## src/rtl/spi_frame_rx.sv

```systemverilog
// SPI frame receiver: synchronises sck/cs/sdi into clk, assembles MSB-first
// frames of FRAME_BYTES bytes and queues them in a small frame FIFO.
module spi_frame_rx #(
  parameter int unsigned FRAME_BYTES = 3,
  parameter int unsigned DEPTH       = 4,
  parameter int unsigned SYNC_STAGES = 2,
  parameter int unsigned SCK_EDGE    = 0
) (
  input  logic                             clk,
  input  logic                             resetB,
  input  logic                             sck,
  input  logic                             cs,
  input  logic                             sdi,
  output logic [FRAME_BYTES*8-1:0]         frame_data,
  output logic                             frame_valid,
  input  logic                             frame_ready,
  output logic [$clog2(DEPTH+1)-1:0]       fifo_count,
  output logic                             overflow,
  output logic                             short_frame
);

  localparam int unsigned FW  = FRAME_BYTES * 8;
  localparam int unsigned BCW = $clog2(FW);
  localparam int unsigned PW  = $clog2(DEPTH);
  localparam int unsigned NW  = $clog2(DEPTH + 1);

  typedef enum logic {IDLE, RECV} state_t;

  logic [SYNC_STAGES-1:0] sck_sync_q, cs_sync_q, sdi_sync_q;
  logic                   sck_s, cs_s, sdi_s;
  logic                   sck_last_q, cs_last_q;
  logic                   sck_edge_c;

  state_t                 state_q, state_d;
  logic [BCW-1:0]         bit_cnt_q, bit_cnt_d;
  logic [FW-1:0]          shift_q, shift_d;
  logic                   push_q, push_d;
  logic                   short_q, short_d;

  logic [FW-1:0]          mem_q [DEPTH];
  logic [PW-1:0]          wr_ptr_q, wr_ptr_d, rd_ptr_q, rd_ptr_d;
  logic [NW-1:0]          count_q, count_d;
  logic                   valid_q, valid_d;
  logic [FW-1:0]          data_q, data_d;
  logic                   ovf_q, ovf_d;
  logic                   pop_c, full_c, accept_c;
  logic [FW-1:0]          head_c;

  // Synchronisers for the asynchronous SPI pins (intentionally not reset)
  always_ff @(posedge clk) begin
    sck_sync_q <= {sck_sync_q[SYNC_STAGES-2:0], sck};
    cs_sync_q  <= {cs_sync_q[SYNC_STAGES-2:0], cs};
    sdi_sync_q <= {sdi_sync_q[SYNC_STAGES-2:0], sdi};
  end

  assign sck_s = sck_sync_q[SYNC_STAGES-1];
  assign cs_s  = cs_sync_q[SYNC_STAGES-1];
  assign sdi_s = sdi_sync_q[SYNC_STAGES-1];

  assign sck_edge_c = (SCK_EDGE == 0) ? (sck_s & ~sck_last_q) : (~sck_s & sck_last_q);

  // Receive FSM: cs framing, bit counting and shift-register assembly
  always_comb begin
    state_d   = state_q;
    bit_cnt_d = bit_cnt_q;
    shift_d   = shift_q;
    push_d    = 1'b0;
    short_d   = 1'b0;
    case (state_q)
      IDLE: begin
        // cs_last_q resets high so a cs held across reset is not a new frame
        if (cs_s && !cs_last_q) begin
          state_d   = RECV;
          bit_cnt_d = '0;
        end
      end
      RECV: begin
        if (!cs_s) begin
          state_d   = IDLE;
          bit_cnt_d = '0;
          short_d   = (bit_cnt_q != '0);
        end else if (sck_edge_c) begin
          shift_d = {shift_q[FW-2:0], sdi_s};
          if (bit_cnt_q == BCW'(FW - 1)) begin
            bit_cnt_d = '0;
            push_d    = 1'b1;
          end else begin
            bit_cnt_d = bit_cnt_q + BCW'(1);
          end
        end
      end
      default: state_d = IDLE;
    endcase
  end

  // FIFO control; head data is precomputed so frame_data is registered
  always_comb begin
    pop_c    = valid_q & frame_ready;
    full_c   = (count_q == NW'(DEPTH));
    accept_c = push_q & (~full_c | pop_c);
    wr_ptr_d = wr_ptr_q;
    rd_ptr_d = rd_ptr_q;
    count_d  = count_q;
    ovf_d    = ovf_q;
    if (accept_c) wr_ptr_d = wr_ptr_q + PW'(1);
    if (pop_c)    rd_ptr_d = rd_ptr_q + PW'(1);
    if (push_q && full_c && !pop_c) ovf_d = 1'b1;
    case ({accept_c, pop_c})
      2'b10:   count_d = count_q + NW'(1);
      2'b01:   count_d = count_q - NW'(1);
      default: count_d = count_q;
    endcase
    // Frame being written this cycle becomes head when it lands at the new read slot
    head_c  = (accept_c && (rd_ptr_d == wr_ptr_q)) ? shift_q : mem_q[rd_ptr_d];
    valid_d = (count_d != '0);
    data_d  = valid_d ? head_c : '0;
  end

  // Frame storage (contents are don't-care while not counted)
  always_ff @(posedge clk) begin
    if (accept_c) mem_q[wr_ptr_q] <= shift_q;
  end

  // State registers with synchronous active-low reset
  always_ff @(posedge clk) begin
    if (!resetB) begin
      sck_last_q <= 1'b0;
      cs_last_q  <= 1'b1;
      state_q    <= IDLE;
      bit_cnt_q  <= '0;
      shift_q    <= '0;
      push_q     <= 1'b0;
      short_q    <= 1'b0;
      wr_ptr_q   <= '0;
      rd_ptr_q   <= '0;
      count_q    <= '0;
      valid_q    <= 1'b0;
      data_q     <= '0;
      ovf_q      <= 1'b0;
    end else begin
      sck_last_q <= sck_s;
      cs_last_q  <= cs_s;
      state_q    <= state_d;
      bit_cnt_q  <= bit_cnt_d;
      shift_q    <= shift_d;
      push_q     <= push_d;
      short_q    <= short_d;
      wr_ptr_q   <= wr_ptr_d;
      rd_ptr_q   <= rd_ptr_d;
      count_q    <= count_d;
      valid_q    <= valid_d;
      data_q     <= data_d;
      ovf_q      <= ovf_d;
    end
  end

  assign frame_data  = data_q;
  assign frame_valid = valid_q;
  assign fifo_count  = count_q;
  assign overflow    = ovf_q;
  assign short_frame = short_q;

endmodule

```

## config.mk

```make
export PLATFORM = sky130hd
export DESIGN_NAME = spi_frame_rx
export DESIGN_NICKNAME = d
export VERILOG_FILES = /design/src/rtl/spi_frame_rx.sv
export SDC_FILE = /design/constraint.sdc
export NUM_CORES = 1
export LEC_CHECK = 0
export CAP_MARGIN = 20
export CORE_ASPECT_RATIO = 1.75
export CORE_UTILIZATION = 30
export CTS_CLUSTER_SIZE = 24
export DETAILED_ROUTE_END_ITERATION = 7
export SLEW_MARGIN = 20
export SYNTH_ARGS = -nofsm -noshare
export SYNTH_HDL_FRONTEND = slang
export SYNTH_SLANG_ARGS = --single-unit
```

## constraint.sdc

```tcl
create_clock -name clk -period 2.57 [get_ports clk]
set_input_delay 0.514 -clock clk [delete_from_list [all_inputs] [get_ports clk]]
set_output_delay 0.514 -clock clk [all_outputs]
set_load 0.01 [all_outputs]
```

; ---- Word-level counts from Yosys, hierarchy flattened
; Memories as Yosys holds them, arrays and structs flattened. A register that Yosys moved wholly into a read port is not among the register bits.
; Cells that the tools add are included.
[word_totals]
latch_bits = 0
ramBits = 96
elab_cells = 61
output_inout_bits = 30
mem_count = 1
romBits = 0
reg_bits = 49
[op_classes]
n_eq_ne = 6
shift = 0
order_cmp = 0
n_mux = 13
reduce_logical = 13
bitwise = 8
addsub = 5
div_mod_pow = 0
mul = 0
[memory_table]
columns = name, depth, width, read_ports, rd_ports_with_merged_regs, write_ports, line
row1 = mem_q, 4, 24, 1, 1, 1, 40  ; logic [FW-1:0] mem_q [DEPTH];
[op_table]
columns = op, count
row1 = $mux 5, 4
row2 = $pmux 5 s2, 1
row3 = $pmux 3 s2, 1
row4 = $add 5x1->5 const B, 1
row5 = $eq 5x5->1 const B, 1
row6 = $mux 1, 5
row7 = $reduce_bool 5->1, 1
row8 = $add 2x1->2 const B, 2
row9 = $not 1->1, 4
row10 = $reduce_and 2->1, 2
row11 = $reduce_and 4->1, 1
row12 = $add 3x1->3 const B, 1
row13 = $and 1x1->1, 3
row14 = $eq 3x3->1 const B, 1
row15 = $logic_and 1x1->1, 3
row16 = $logic_not 1->1, 3
row17 = $ne 3x3->1 const B, 1
row18 = $reduce_and 3->1, 1
row19 = $reduce_bool 3->1, 1
row20 = $reduce_or 3->1, 1
row21 = $sub 3x1->3 const B, 1
row22 = $eq 2x1->1 const B, 1
row23 = $eq 2x2->1 const B, 1
row24 = $mux 2, 1
row25 = 3 further kinds, 3

; ---- Depth between registers and ports, before layout
; Gate-level depths: netlist of the first run.
[logic_depth]
ltp_word = 9
ltp_mapped = 7
ltp_nobuf = 6

; ---- Worst setup path after synthesis of the first run
; OpenSTA, ideal clock, no wires.
[synth_path]
path_type = in2reg
from = input frame_ready
to = register data_q[10], in the netlist frame_data[10], read port of mem_q
setup_slack_ns = 0.414
t_arrival_ns = 2.025
setup_ns = 0.131
path_stages = 7
path_cell_list = nand3b_1 fa_1 nand4b_1 o31a_1 mux2i_4 buf_2 a221oi_2
[synth_via]
elab_chain_len = 8
elab_cells_between_ends = 10
[synth_rtl]
columns = item, line
row1 = from (decl), 16  ; input logic frame_ready,
row2 = $and 1x1->1 *, 98  ; pop_c = valid_q & frame_ready;
row3 = $or 1x1->1, 100  ; accept_c = push_q & (~full_c | pop_c);
row4 = $and 1x1->1, 100
row5 = $eq 2x1->1 / $eq 2x2->1 (equally long branches), 108  ; case ({accept_c, pop_c})
row6 = $pmux 3 s2, 108
row7 = $reduce_bool 3->1, 115  ; valid_d = (count_d != '0);
row8 = $reduce_and 2->1 (no line), n/a
row9 = $logic_not 1->1 (no line), n/a
row10 = to (decl), 44  ; logic [FW-1:0] data_q, data_d;
; Every way passes the cells marked *; elsewhere a longest branch is shown, timed or not.
; A chain may end at the register's enable or synchronous reset.

; ---- Worst setup path after layout of the first run
[layout_path]
from = input frame_ready
to = register data_q[19], in the netlist frame_data[19], read port of mem_q
; Same word-level chain as after synthesis.

==> results of run 1 <==
-- layout by cell type, fill, tap and decap left out, types with 2 or more instances in the layout --
cell type	count
nor2_1	3
clkinv_2	5
a211oi_1	24
nand3_1	3
and2_1	10
bufinv_16	3
nor2b_1	7
nand4b_1	2
inv_1	10
a221oi_1	4
clkbuf_16	17
a21oi_1	3
xnor2_1	3
buf_12	11
clkdlybuf4s50_1	35
dfxtp_1	72
buf_4	17
ha_1	6
clkbuf_8	2
o21ai_2	2
clkinv_4	2
mux4_2	24
o21ai_0	3
a221oi_2	20
nand3b_1	2
edfxtp_1	96
o211a_1	2
nand2_1	55
a21boi_0	26
mux2i_1	97
a21boi_1	2
-- per-layer routing --
layer  wire, µm  GRT usage, %  vias up  share of wire (%)
li1           -             -     2155                  -
met1       6274         14.00     2348                 36
met2       9904         27.10       93                 57
met3        599         3.392       33                3.5
met4        477         7.191        0                2.8
met5          0             0        -                  0
-- per-stage QoR --
stage / total power [mW] / setup TNS [ps] / std cells / hold slack [ps] / utilization [%]
detailed placement: 4.721 / -3146 / 880 / 314.4 / 33.86
global placement: 4.686 / -2295 / 880 / 310.1 / 33.86
CTS: 7.351 / 0 / 912 / 329.6 / 36.26
global route: 7.554 / 0 / 912 / 344.9 / 36.26
finish: 7.252 / 0 / 912 / 330.2 / 36.26
floorplan: 4.145 / 0 / 540 / 309.6 / -
-- logic make-up after synthesis --
group                      after synthesis
DFF                                    169
muxes                                  122
AOI/OAI and AO/OA                       97
and+or+nand+nor                         92
buffers and inverters                   49
adders and majority gates                7
xor gates and xnor gates                 4
-- how the worst max path moves through the flow --
stage,to,slack [ps],depth (start not counted)
floorplan,frame_data[10],410,7
global placement,frame_data[18],-140,8
detailed placement,frame_data[18],-170,8
CTS,frame_data[19],250,7
global route,frame_data[18],170,7
finish,frame_data[19],270,8
-- power groups by stage --
stage / clock network, mW / logic, mW / registers [mW]
after floorplan: 0 / 1.00 / 3.14
after global placement: 0 / 1.55 / 3.14
after detailed placement: 0 / 1.58 / 3.14
after CTS: 2.68 / 1.59 / 3.08
after global routing: 2.79 / 1.67 / 3.09
final: 2.62 / 1.56 / 3.07
-- Yosys cell counts (2+ instances only) --
cell type  count  share of area, %
a211oi_1      24               2.4
a21boi_0      26               2.6
a21boi_1       2              0.20
a21oi_1        4              0.26
a221oi_1       4              0.46
a221oi_2      20               3.9
and2_1        11              0.90
buf_1          2             0.098
buf_12         2              0.52
buf_2          7              0.46
buf_4          7              0.69
buf_6          3              0.44
clkbuf_1      15              0.74
clkbuf_4       3              0.29
dfxtp_1       73                19
edfxtp_1      96                38
ha_1           6              0.98
inv_1         10              0.49
mux2i_1       97                13
mux4_2        24               7.1
nand2_1       55               2.7
nand3_1        3              0.20
nand3b_1       2              0.20
nand4b_1       2              0.23
nor2_1         3              0.15
nor2b_1        7              0.57
o211a_1        2              0.26
o21ai_0        3              0.20
o21ai_2        2              0.23
xnor2_1        3              0.34
-- final cells by class --
cell class	count	area, µm²
Fill cell	2368	16030
Sequential cell	169	4348
Multi-Input combinational cell	322	3034
Timing Repair Buffer	63	698.2
Clock buffer	20	456.7
Tap cell	316	395.4
Clock inverter	12	147.6
Inverter	10	37.54
-- worst max-delay path, cell delays in order --
cell and delay [ps]:
clkdlybuf4s50_1 480, nand3b_1 130, fa_1 530, inv_1 50, a211o_1 300, o311ai_4 220, buf_12 270, a221oi_2 90
-- state kept, by name (all words and copies together), names as in the netlist, 3 cells and up --
signal	count
fifo_count	3
mem_q	96
shift_q	24
bit_cnt_q	5
frame_data	24
==> run summary, run 1 <==
The flow ran to the end, and the final reports show no timing, DRC or antenna violations. The post-synthesis adder-cell area fraction was 1.243%. The mapped netlist covers 0.007649 mm². The share of synthesized cell area in and, or, nand and nor gates was 5.987%. In this run, synthesis produced a sequential element count of 169. The critical-path maximum fanout was 16. For the leftover overflow at the end of global routing, the log shows 0. For the buffer depth of the longest clock path, the log shows 2. Number of I/O port buffers: 35. The type of destination of the critical path was a flip-flop. Type of the worst min-delay path: flip-flop to flip-flop. Max-cap violations in this run came to 0. The run gives 17260 µm as the wire length after detailed routing.

Synthesis handed over a netlist of 540 instances. Setup repair after global routing left no endpoint under its margin. The startpoint identified for the worst hold timing path is sck_sync_q[0]. Clock skew on the completed layout was measured at 5.380 ps. In this run the register-to-register setup slack is 280 ps. TritonCTS built the clock tree.

The async set-or-reset flop fraction in the synthesized netlist is 0%. From bottom edge to top edge, the die measures 213.2 µm. Peak supply drop: 477.4 µV. Along the worst hold path, the cell count comes to 0. Detailed placement finished with a half-perimeter wire length of 10910 µm. For this design the total switching power over the nets is 1.866 mW.

The remaining max-slew budget at the tightest pin was 53.72%; the wire length of the first global-routing pass was 27320 µm. Dividing the detail-routed wire length by the instance count gives 18.92 µm. The proportion of power drawn by combinational gates came out at 21.5%. After detailed placement, the total cell area comes to 0.008513 mm². The logs give 4 for the first-pass iteration count of the detailed router and 52 for the count of distinct cell types in the synthesized netlist. After routing the design area is 0.009117 mm². Counting every net in the synthesized netlist gives 553. The complex-gate fraction of the synthesized area works out to 11.73%.

The number of synthesized flops with an enable pin came out at 96. Once the floorplan was initialized, standard cells occupied 30.42% of the core. The number of warnings issued by yosys came out at 0. For the die area, the log shows 0.02616 mm². The dominant synthesized flop cell was edfxtp_1. STA classifies the critical path startpoint as an input pin. The tools report the global-route total usage across every layer as 14.27%. Before CTS, the worst setup slack after placement is -174.8 ps. The critical path is of the input pin to flip-flop type.

The worst register-to-register path has a depth of 7. For this block, the initial DRC count from the detailed router was 250. The run gives 2.823 nW as the leakage power summed over all cells. The xor and xnor area share after synthesis is 0.4580%, and the switching fraction of total power is 25.73%. Timing would allow up to 0.4354 GHz.

The number of hold buffers added after CTS was 0. The clock tree synthesis step divided the H-tree into 4 levels. The run gives 2860 ps as the required time of the critical path. Once the clock tree was built, the resizer swapped 0 gates to a different size.

Setup violations remaining at the end of the flow were counted as 0. The run gives 17 as the total CTS buffers. The clock latency reported for the late side of the worst-skew pair came out at 430 ps. The number of antenna violations at the first check in global routing came out at 0.

The start point of the critical path was frame_ready. The floorplan has 77 rows. The tools report the final antenna-violating net count as 0. Entering global routing, the biggest net connects 41 pins. The path with the worst hold slack has its endpoint at sck_sync_q[1].

For the pin with the worst max-slew slack, the measured transition is 692.5 ps. The run gives 5023 as the number of global-route vias before repair. The placer's final routability congestion estimate is 0.7311, and the number of diodes added for antenna fixing is 0. The logs give 56.80% for the sequential fraction of the synthesis area and 273.3 ps for the post-route worst setup slack. In this run the mean area of a mapped cell was 14.16 µm². The root buffer cell is clkbuf_16. The run gives 596 as the total number of nets in the final design. The number of endpoints with negative hold slack in the final report is 0. The ratio of cells with drive above 1 in the final layout is 19.30%.

The area growth from synthesis to final layout is 19.20%, and the fraction of synthesized area in multiplexers is 20.06%. The final-report max-slew violation count was 0; the core outline area was 0.02515 mm². The clock period minus worst slack was 2297 ps; the internal power summed over all cells was 5.386 mW. 36 I/O pins were placed.

The clock slew at the register clock pins of the worst setup and hold paths was 60 ps. The horizontal extent of the die is 122.7 µm, and the sequential cell fraction of total power is 42.4%. The tools report the worst endpoint data arrival time as 2590 ps. Using the TritonRoute via totals, the vias-per-cell ratio works out to 5.076. By area, the combinational part of the netlist is dominated by multiplexers. For this design the ratio of total power to cell area is 795.4 mW/mm². Of the total power, the clock network draws 36.1%. The endpoint identified for the worst register-to-register timing path is frame_data[19]. The logs give 0 for the detailed-route DRC error count and 4629 for the vias after detailed routing. The share of the cycle needed by the critical path after routing was 89.37%; the number of setup buffers added after CTS was 0. The startpoint identified for the worst register-to-register timing path is fifo_count[0].

Counting every sink on the clock net gives 169.
Note: power is estimated with default switching activity, not from simulation.
==> run 2, diff against run 1 <==
- CTS_CLUSTER_DIAMETER: default -> 50
==> results of run 2 <==
The final DEF is identical to that of run 1; final timing and power are the same.
==> run 3, diff against run 2 <==
- HOLD_SLACK_MARGIN: default -> 0.03
==> results of run 3 <==
The final DEF is identical to that of run 1; final timing and power are the same.
